## src/rtl/centroid_calc.sv

```systemverilog
// Frame centroid engine: accumulates matched pixel coordinates per frame and drives an
// external unsigned divider to publish the mean x/y position once per frame.
module centroid_calc #(
    parameter int unsigned DIV_WIDTH = 32,
    parameter int unsigned X_W       = 10,
    parameter int unsigned Y_W       = 9,
    parameter int unsigned MIN_COUNT = 16
) (
    input  logic                 clk,
    input  logic                 reset,
    input  logic                 pixel_valid,
    input  logic                 pixel_match,
    input  logic [X_W-1:0]       x,
    input  logic [Y_W-1:0]       y,
    input  logic                 frame_end,
    output logic                 div_start,
    output logic [DIV_WIDTH-1:0] div_dividend,
    output logic [DIV_WIDTH-1:0] div_divider,
    output logic                 div_sign,
    input  logic [DIV_WIDTH-1:0] div_quotient,
    input  logic                 div_ready,
    output logic [X_W-1:0]       centroid_x,
    output logic [Y_W-1:0]       centroid_y,
    output logic                 found,
    output logic                 centroid_valid,
    output logic                 overrun
);

    typedef enum logic [2:0] {
        StIdle, StStartX, StWaitX, StStartY, StWaitY, StPublish
    } state_e;

    state_e               r_state;
    logic [DIV_WIDTH-1:0] r_sum_x, r_sum_y, r_count;
    logic [DIV_WIDTH-1:0] r_hold_y;
    logic [DIV_WIDTH-1:0] r_dividend, r_divider;
    logic                 r_div_start;
    logic                 r_pend_found;
    logic [X_W-1:0]       r_x_tmp, r_centroid_x;
    logic [Y_W-1:0]       r_y_tmp, r_centroid_y;
    logic                 r_found, r_centroid_valid, r_overrun;

    logic                 w_match;
    logic [DIV_WIDTH-1:0] w_sum_x_nxt, w_sum_y_nxt, w_count_nxt;
    logic                 w_enough;
    logic                 w_unused;

    // The frame_end cycle's own match belongs to the ending frame.
    assign w_match     = pixel_valid & pixel_match;
    assign w_sum_x_nxt = r_sum_x + (w_match ? DIV_WIDTH'(x) : '0);
    assign w_sum_y_nxt = r_sum_y + (w_match ? DIV_WIDTH'(y) : '0);
    assign w_count_nxt = r_count + DIV_WIDTH'(w_match);
    assign w_enough    = w_count_nxt >= DIV_WIDTH'(MIN_COUNT);
    assign w_unused    = ^div_quotient;

    always_ff @(posedge clk) begin
        if (reset) begin
            r_state          <= StIdle;
            r_sum_x          <= '0;
            r_sum_y          <= '0;
            r_count          <= '0;
            r_hold_y         <= '0;
            r_dividend       <= '0;
            r_divider        <= '0;
            r_div_start      <= 1'b0;
            r_pend_found     <= 1'b0;
            r_x_tmp          <= '0;
            r_y_tmp          <= '0;
            r_centroid_x     <= '0;
            r_centroid_y     <= '0;
            r_found          <= 1'b0;
            r_centroid_valid <= 1'b0;
            r_overrun        <= 1'b0;
        end else begin
            r_div_start      <= 1'b0;
            r_centroid_valid <= 1'b0;

            if (frame_end) begin
                r_sum_x <= '0;
                r_sum_y <= '0;
                r_count <= '0;
            end else begin
                r_sum_x <= w_sum_x_nxt;
                r_sum_y <= w_sum_y_nxt;
                r_count <= w_count_nxt;
            end

            if (frame_end && r_state != StIdle) begin
                r_overrun <= 1'b1;
            end

            case (r_state)
                StIdle: begin
                    if (frame_end) begin
                        // x sum and count are held directly in the divider operand registers.
                        r_hold_y     <= w_sum_y_nxt;
                        r_dividend   <= w_sum_x_nxt;
                        r_divider    <= w_count_nxt;
                        r_pend_found <= w_enough;
                        if (w_enough) begin
                            r_div_start <= 1'b1;
                            r_state     <= StStartX;
                        end else begin
                            r_state     <= StPublish;
                        end
                    end
                end
                StStartX: r_state <= StWaitX;
                StWaitX: begin
                    if (div_ready) begin
                        r_x_tmp     <= div_quotient[X_W-1:0];
                        r_dividend  <= r_hold_y;
                        r_div_start <= 1'b1;
                        r_state     <= StStartY;
                    end
                end
                StStartY: r_state <= StWaitY;
                StWaitY: begin
                    if (div_ready) begin
                        r_y_tmp <= div_quotient[Y_W-1:0];
                        r_state <= StPublish;
                    end
                end
                StPublish: begin
                    r_centroid_valid <= 1'b1;
                    r_found          <= r_pend_found;
                    if (r_pend_found) begin
                        r_centroid_x <= r_x_tmp;
                        r_centroid_y <= r_y_tmp;
                    end
                    r_state <= StIdle;
                end
                default: r_state <= StIdle;
            endcase
        end
    end

    assign div_start      = r_div_start;
    assign div_dividend   = r_dividend;
    assign div_divider    = r_divider;
    assign div_sign       = 1'b0;
    assign centroid_x     = r_centroid_x;
    assign centroid_y     = r_centroid_y;
    assign found          = r_found;
    assign centroid_valid = r_centroid_valid;
    assign overrun        = r_overrun;

endmodule
```

## config.mk

```make
export PLATFORM = sky130hd
export DESIGN_NAME = centroid_calc
export DESIGN_NICKNAME = d
export VERILOG_FILES = /design/src/rtl/centroid_calc.sv
export SDC_FILE = /design/constraint.sdc
export NUM_CORES = 1
export LEC_CHECK = 0
export CAP_MARGIN = 15
export CORE_MARGIN = 4
export CORE_UTILIZATION = 35
export DETAILED_ROUTE_END_ITERATION = 6
export PLACE_DENSITY_LB_ADDON = 0.3
export RECOVER_POWER = 100
export SYNTH_ARGS = -nofsm -noshare
export SYNTH_HDL_FRONTEND = slang
export SYNTH_SLANG_ARGS = --single-unit
```

## constraint.sdc

```tcl
create_clock -name clk -period 3.25 [get_ports clk]
set_clock_uncertainty 0.15 [all_clocks]
set_input_delay 0.325 -clock clk [delete_from_list [all_inputs] [get_ports clk]]
set_output_delay 0.325 -clock clk [all_outputs]
set_load 0.02 [all_outputs]
```

Yosys cells after proc, flatten, opt, wreduce, memory -nomap -nowiden
Cells that the tools add are included.
{ "classes": {"addsub": 3, "order_cmp": 1, "eq_ne": 8, "muxes": 15, "bitwise_logic": 1, "reduce_logical": 11} }
{ "op_table": {"columns": ["operator", "count"], "rows": [
  ["2-to-1 mux 32 bit", 2],
  ["one-hot mux 32 bit (2 select lines)", 1],
  ["adder 32 x 1 -> 32 bit", 1],
  ["adder 32 x 10 -> 32 bit", 1],
  ["adder 32 x 9 -> 32 bit", 1],
  [">= comparator 32 x 5 -> 1 bit (second input constant)", 1],
  ["one-hot mux 3 bit (5 select lines)", 1],
  ["2-to-1 mux 3 bit", 4],
  ["2-to-1 mux 10 bit", 1],
  ["2-to-1 mux 9 bit", 1],
  ["AND reduction 2 bit", 4],
  ["== test 3 x 2 -> 1 bit (second input constant)", 2],
  ["== test 3 bit (second input constant)", 2],
  ["!= test 2 bit (second input constant)", 3],
  ["AND reduction 3 bit", 2],
  ["2-to-1 mux 1 bit", 4],
  ["== test 3 x 1 -> 1 bit (second input constant)", 1],
  ["logical NOT 3 bit", 1],
  ["nonzero test 3 bit", 1],
  ["one-hot mux 1 bit (2 select lines)", 1],
  ["nonzero test 2 bit", 1],
  ["OR reduction 2 bit", 1],
  ["bitwise AND 1 bit", 1],
  ["logical AND 1 bit", 1]
]} }
{ "word_totals": {"register_bits": 238, "in_bits": 57, "wordCells": 55} }

Longest topological paths before layout
{ "depth": {"word_depth": 6, "depth_mapped": 13} }

Worst setup path after synthesis
OpenSTA, ideal clock, no wires.
{ "synth_path": {"kind": "input-to-reg", "start": "input port pixel_valid", "end": "register r_hold_y[24]", "setup_ns": 0.132, "arrival_ns": 2.697, "path_slack_ns": 0.271, "path_stages": 13, "n_path_buf": 1, "cell_sequence": "clkbuf_1 -> and3_1 -> ha_1 -> inv_1 -> fa_1 -> nor2b_1 -> o21a_1 -> o21ai_0 -> a2111oi_2 -> nor2_1 -> nor3_1 -> xnor2_1 -> a21oi_1"} }
{ "synth_between": {"elab_chain_len": 3} }
{ "synth_rtl": {"columns": ["item", "line", "rtl"], "rows": [
  ["from (decl)", "11", "input logic pixel_valid,"],
  ["bitwise AND 1 bit", "49", "assign w_match = pixel_valid & pixel_match;"],
  ["2-to-1 mux 9 bit", "51", "assign w_sum_y_nxt = r_sum_y + (w_match ? DIV_WIDTH'(y) : '0);"],
  ["adder 32 x 9 -> 32 bit", "51", null],
  ["to (signal assigned)", "96", "r_hold_y <= w_sum_y_nxt;"],
  ["to (decl)", "35", "logic [DIV_WIDTH-1:0] r_hold_y;"]
]} }
Every way passes these cells.
A chain may end at the register's enable or synchronous reset.

Worst setup path after layout
{ "layout_path": {"start": "input port pixel_match", "end": "register r_div_start, in the netlist div_start"} }
{ "layout_between": {"elab_chain_len": 6} }
{ "layout_rtl": {"columns": ["item", "line", "rtl"], "rows": [
  ["from (decl)", "12", "input logic pixel_match,"],
  ["bitwise AND 1 bit", "49", null],
  ["adder 32 x 1 -> 32 bit", "52", "assign w_count_nxt = r_count + DIV_WIDTH'(w_match);"],
  [">= comparator 32 x 5 -> 1 bit", "53", "assign w_enough = w_count_nxt >= DIV_WIDTH'(MIN_COUNT);"],
  ["2-to-1 mux 1 bit", "100", "if (w_enough) begin"],
  ["2-to-1 mux 1 bit", "94", "if (frame_end) begin"],
  ["one-hot mux 1 bit (2 select lines)", "92", "case (r_state)"],
  ["to (signal assigned)", "65", "r_div_start <= 1'b0;"],
  ["to (signal assigned)", "101", "r_div_start <= 1'b1;"],
  ["to (signal assigned)", "113", "r_div_start <= 1'b1;"],
  ["to (decl)", "37", "logic r_div_start;"]
]} }
Every way passes these cells.

==> flow_metrics.env <==
export IMPL_status="finished clean"
export IMPL_met1_usage_pct=23.6
export IMPL_cellLeakagePower_nw=4.96
export IMPL_crit_fanout=3
export IMPL_gp_congestion=0.862
export IMPL_die_height_um=178
export IMPL_max_stage_delay_ns=0.51
export IMPL_die_x_um=178
export IMPL_cts_hold_buf=0
export IMPL_numCtsBuffers=27
export IMPL_postRouteAntennaNets=0
export IMPL_synth_common_cells="238 x dfxtp_1, 175 x nor2_1, 165 x nand2_1"
export IMPL_grt_max_degree=79
export IMPL_finalMaxSlewViolations=0
export IMPL_grt_usage_pct=16.3
export IMPL_synth_top_area_share_pct=47.3
export IMPL_clock_sinks=238
export IMPL_yosysSeqAreaShare_pct=47.3
export IMPL_die_area_sq_mm=0.0316
export IMPL_crit_chain="clkdlybuf4s50_1 > and2_2 > ha_1 > ha_1 > nand4_1 > or3_2 > nor4_1 > xnor2_1 > nand2_1 > nor4_1 > buf_4 > and2_1 > o22ai_1"
export IMPL_grt_busiest_layer="met2"
export IMPL_synthCells=1198
export IMPL_synth_most_common_cell="dfxtp_1"
export IMPL_ir_drop_mv=0.330
export IMPL_rows=61
export IMPL_setup_violations=0
export IMPL_hold_viol=0
export IMPL_routed_via_density=4.96
export IMPL_cts_root_buf="clkbuf_16"
export IMPL_grt_pass1_wl_mm=42.8
export IMPL_gr_usage_met3_pct=2.49
export IMPL_synth_enable_flop_cells=0
export IMPL_clk_latency_ns=0.54
export IMPL_nets=1439
export IMPL_htree_levels=1
export IMPL_synthArstFlopShare_pct=0
export IMPL_first_pass_iters=5
export IMPL_yosys_area_top_type="dfxtp_1"
export IMPL_clk_pin_slew_ns=0.06
export IMPL_finalNonFillerCells=1757
export IMPL_use_met2_pct=25.4
export IMPL_cp_end_kind="flip-flop"
export IMPL_antenna_found_initial=1
export IMPL_first_global_vias=8412
export IMPL_hold_depth=3
export IMPL_min_period_ns=3.06
export IMPL_cpMaxStageDelayCell="or3_2"
export IMPL_n_fill_cell=2823
export IMPL_hp_class="in -> reg"
export IMPL_grt_setup_unrepaired="no"
export IMPL_dp_hpwl_mm=18.3
export IMPL_max_clock_freq_mhz=327
export IMPL_maxCapViolCount=0
export IMPL_synth_area_leaders="dfxtp_1 47%, nor2_1 6.5%, nand2_1 6.1%, a21oi_1 5.5%, xor2_1 4.2%"
export IMPL_coreArea_sq_mm=0.0281
export IMPL_grt_overflow=0
export IMPL_drtIter0Drc=600
export IMPL_syn2layout_area_growth_pct=27.8
export IMPL_initial_core_util_pct=35.9
export IMPL_clock_path_buffers=3
export IMPL_dp_cells=1708
export IMPL_required_ns=3.47
export IMPL_ioPinCount=145
export IMPL_num_vias=8716
export IMPL_path_class="in -> reg"
export IMPL_yosysWarningCount=0
export IMPL_wirelength_mm=25.9
export IMPL_power_mw=6.96
export IMPL_port_buffers=121
export IMPL_layout_drive_gt1_share_pct=8.48
export IMPL_synth_area_sq_mm=0.0101
export IMPL_synth_seq_cells=238
export IMPL_cts_tree="built"
export IMPL_slew_headroom_pct=36.7
export IMPL_cp_start_kind="input pin"
export IMPL_fin_crit_sh_pct=94.2
export IMPL_worstMarginPinSlew_ns=0.950
export IMPL_synthesis_nets=1278
export IMPL_placed_area_sq_mm=0.0121
export IMPL_r2r_cells=8
export IMPL_final_cell_area_sq_mm=0.0129
export IMPL_power_per_cell_area_mw_per_mm2=540
export IMPL_wl_per_cell_um=14.8
export IMPL_cts_setup_buffers=0
export IMPL_remaining_drc_errors=0
export IMPL_synth_ff_type="dfxtp_1"
export IMPL_postSynthAreaPerCell_sq_um=8.41
export IMPL_ys_types=58
export IMPL_n_antenna_cell=0
export IMPL_critPathArrivalTime_ns=3.28
-- metal layers --
metal | part of all wire [%] | vias to the layer above
met2 | 44 | 209
met1 | 49 | 4021
met3 | 5.0 | 50
met4 | 2.2 | 0
li1 | - | 4436
met5 | 0 | -
-- power breakdown --
group	total (mW)	switching [mW]	internal [mW]	leakage (nW)
sequential	3.14	0.0837	3.06	1.93
clock	3.02	1.20	1.83	0.446
combinational	0.792	0.488	0.303	2.59
total	6.96	1.77	5.19	4.96
-- metrics by stage --
stage	hold slack, ns	setup TNS (ns)	util (%)	worst slack, ns
finish	0.203	0	45.9	0.190
global route	0.205	0	45.9	0.00848
CTS	0.184	0	46.2	0.111
detailed placement	0.296	-11.01	43.0	-0.418
global placement	0.292	-8.67	43.0	-0.330
floorplan	0.282	0	-	0.271
-- final cells by class --
| class | instances | area (sq um) | share of cell area (%) |
|---|---|---|---|
| clock buffers | 37 | 773 | 6.00 |
| clock inverters | 12 | 128 | 0.990 |
| inverters | 20 | 75.1 | 0.583 |
| multi-input cells | 875 | 4980 | 38.7 |
| flip-flops and latches | 238 | 4760 | 37.0 |
| well taps | 378 | 473 | 3.67 |
| repair buffers | 197 | 1690 | 13.1 |
-- worst paths after layout --
path / start / end / slack (ns)
worst min register to register: r_y_tmp[7] / centroid_y[7] / 0.29
worst max register to register: r_state[0] / div_dividend[18] / 0.37
worst min-delay path: div_quotient[9] / r_x_tmp[9] / 0.20
worst max-delay path: pixel_match / div_start / 0.19
-- state kept, by name, summed over array words and instances, names as in the netlist, 3 cells and up --
name / cells
r_hold_y: 32
r_count: 32
r_sum_y: 32
div_dividend: 32
div_divider: 32
r_y_tmp: 9
r_state: 3
r_x_tmp: 10
centroid_x: 10
centroid_y: 9
r_sum_x: 32
-- worst max-delay path: cells and delay by family --
family | cells | cell delay [ns]
compound gates | 1 | 0.07
xor+xnor | 1 | 0.18
fa+ha+maj | 2 | 0.40
buf+inv | 2 | 0.67
simple gates | 7 | 1.63
-- kinds of logic (layout without fill, tap and decap cells) --
family,count (synthesis),count (layout),share of synthesized area (%)
simple gates,504,504,22.9
fa+ha+maj,23,23,3.00
compound gates,252,252,15.2
xor+xnor,93,93,8.08
flops,238,238,47.3
buf+inv,85,266,3.29
mux,2,2,0.199
other cells,1,1,0.0372
-- what timing repair did --
item / CTS / global route
setup endpoints to repair: 0 / 4
resized for setup: 0 / 2
endpoints found under the hold margin: 0 / 0
-- placed cells by master, fill, tap and decap left out, types with 6 or more instances in the layout --
cell	Yosys	layout
nand2_1	165	164
nor3_1	15	16
clkbuf_16	0	27
clkbuf_8	0	6
clkbuf_1	59	27
nand3_1	26	26
dfxtp_1	238	238
a21oi_1	110	110
clkbuf_4	0	13
and2_1	26	15
buf_4	1	39
clkdlybuf4s50_1	0	33
ha_1	21	21
and2_0	0	10
nand4_1	22	22
a31oi_1	8	8
o22ai_1	8	8
inv_1	20	20
xor2_1	48	48
dlygate4sd3_1	0	87
and3_1	36	36
a211oi_1	47	47
xnor2_1	45	45
nor2_1	175	174
o21ai_0	42	42
o21a_1	6	6
Power figures use the tool's default switching activity.
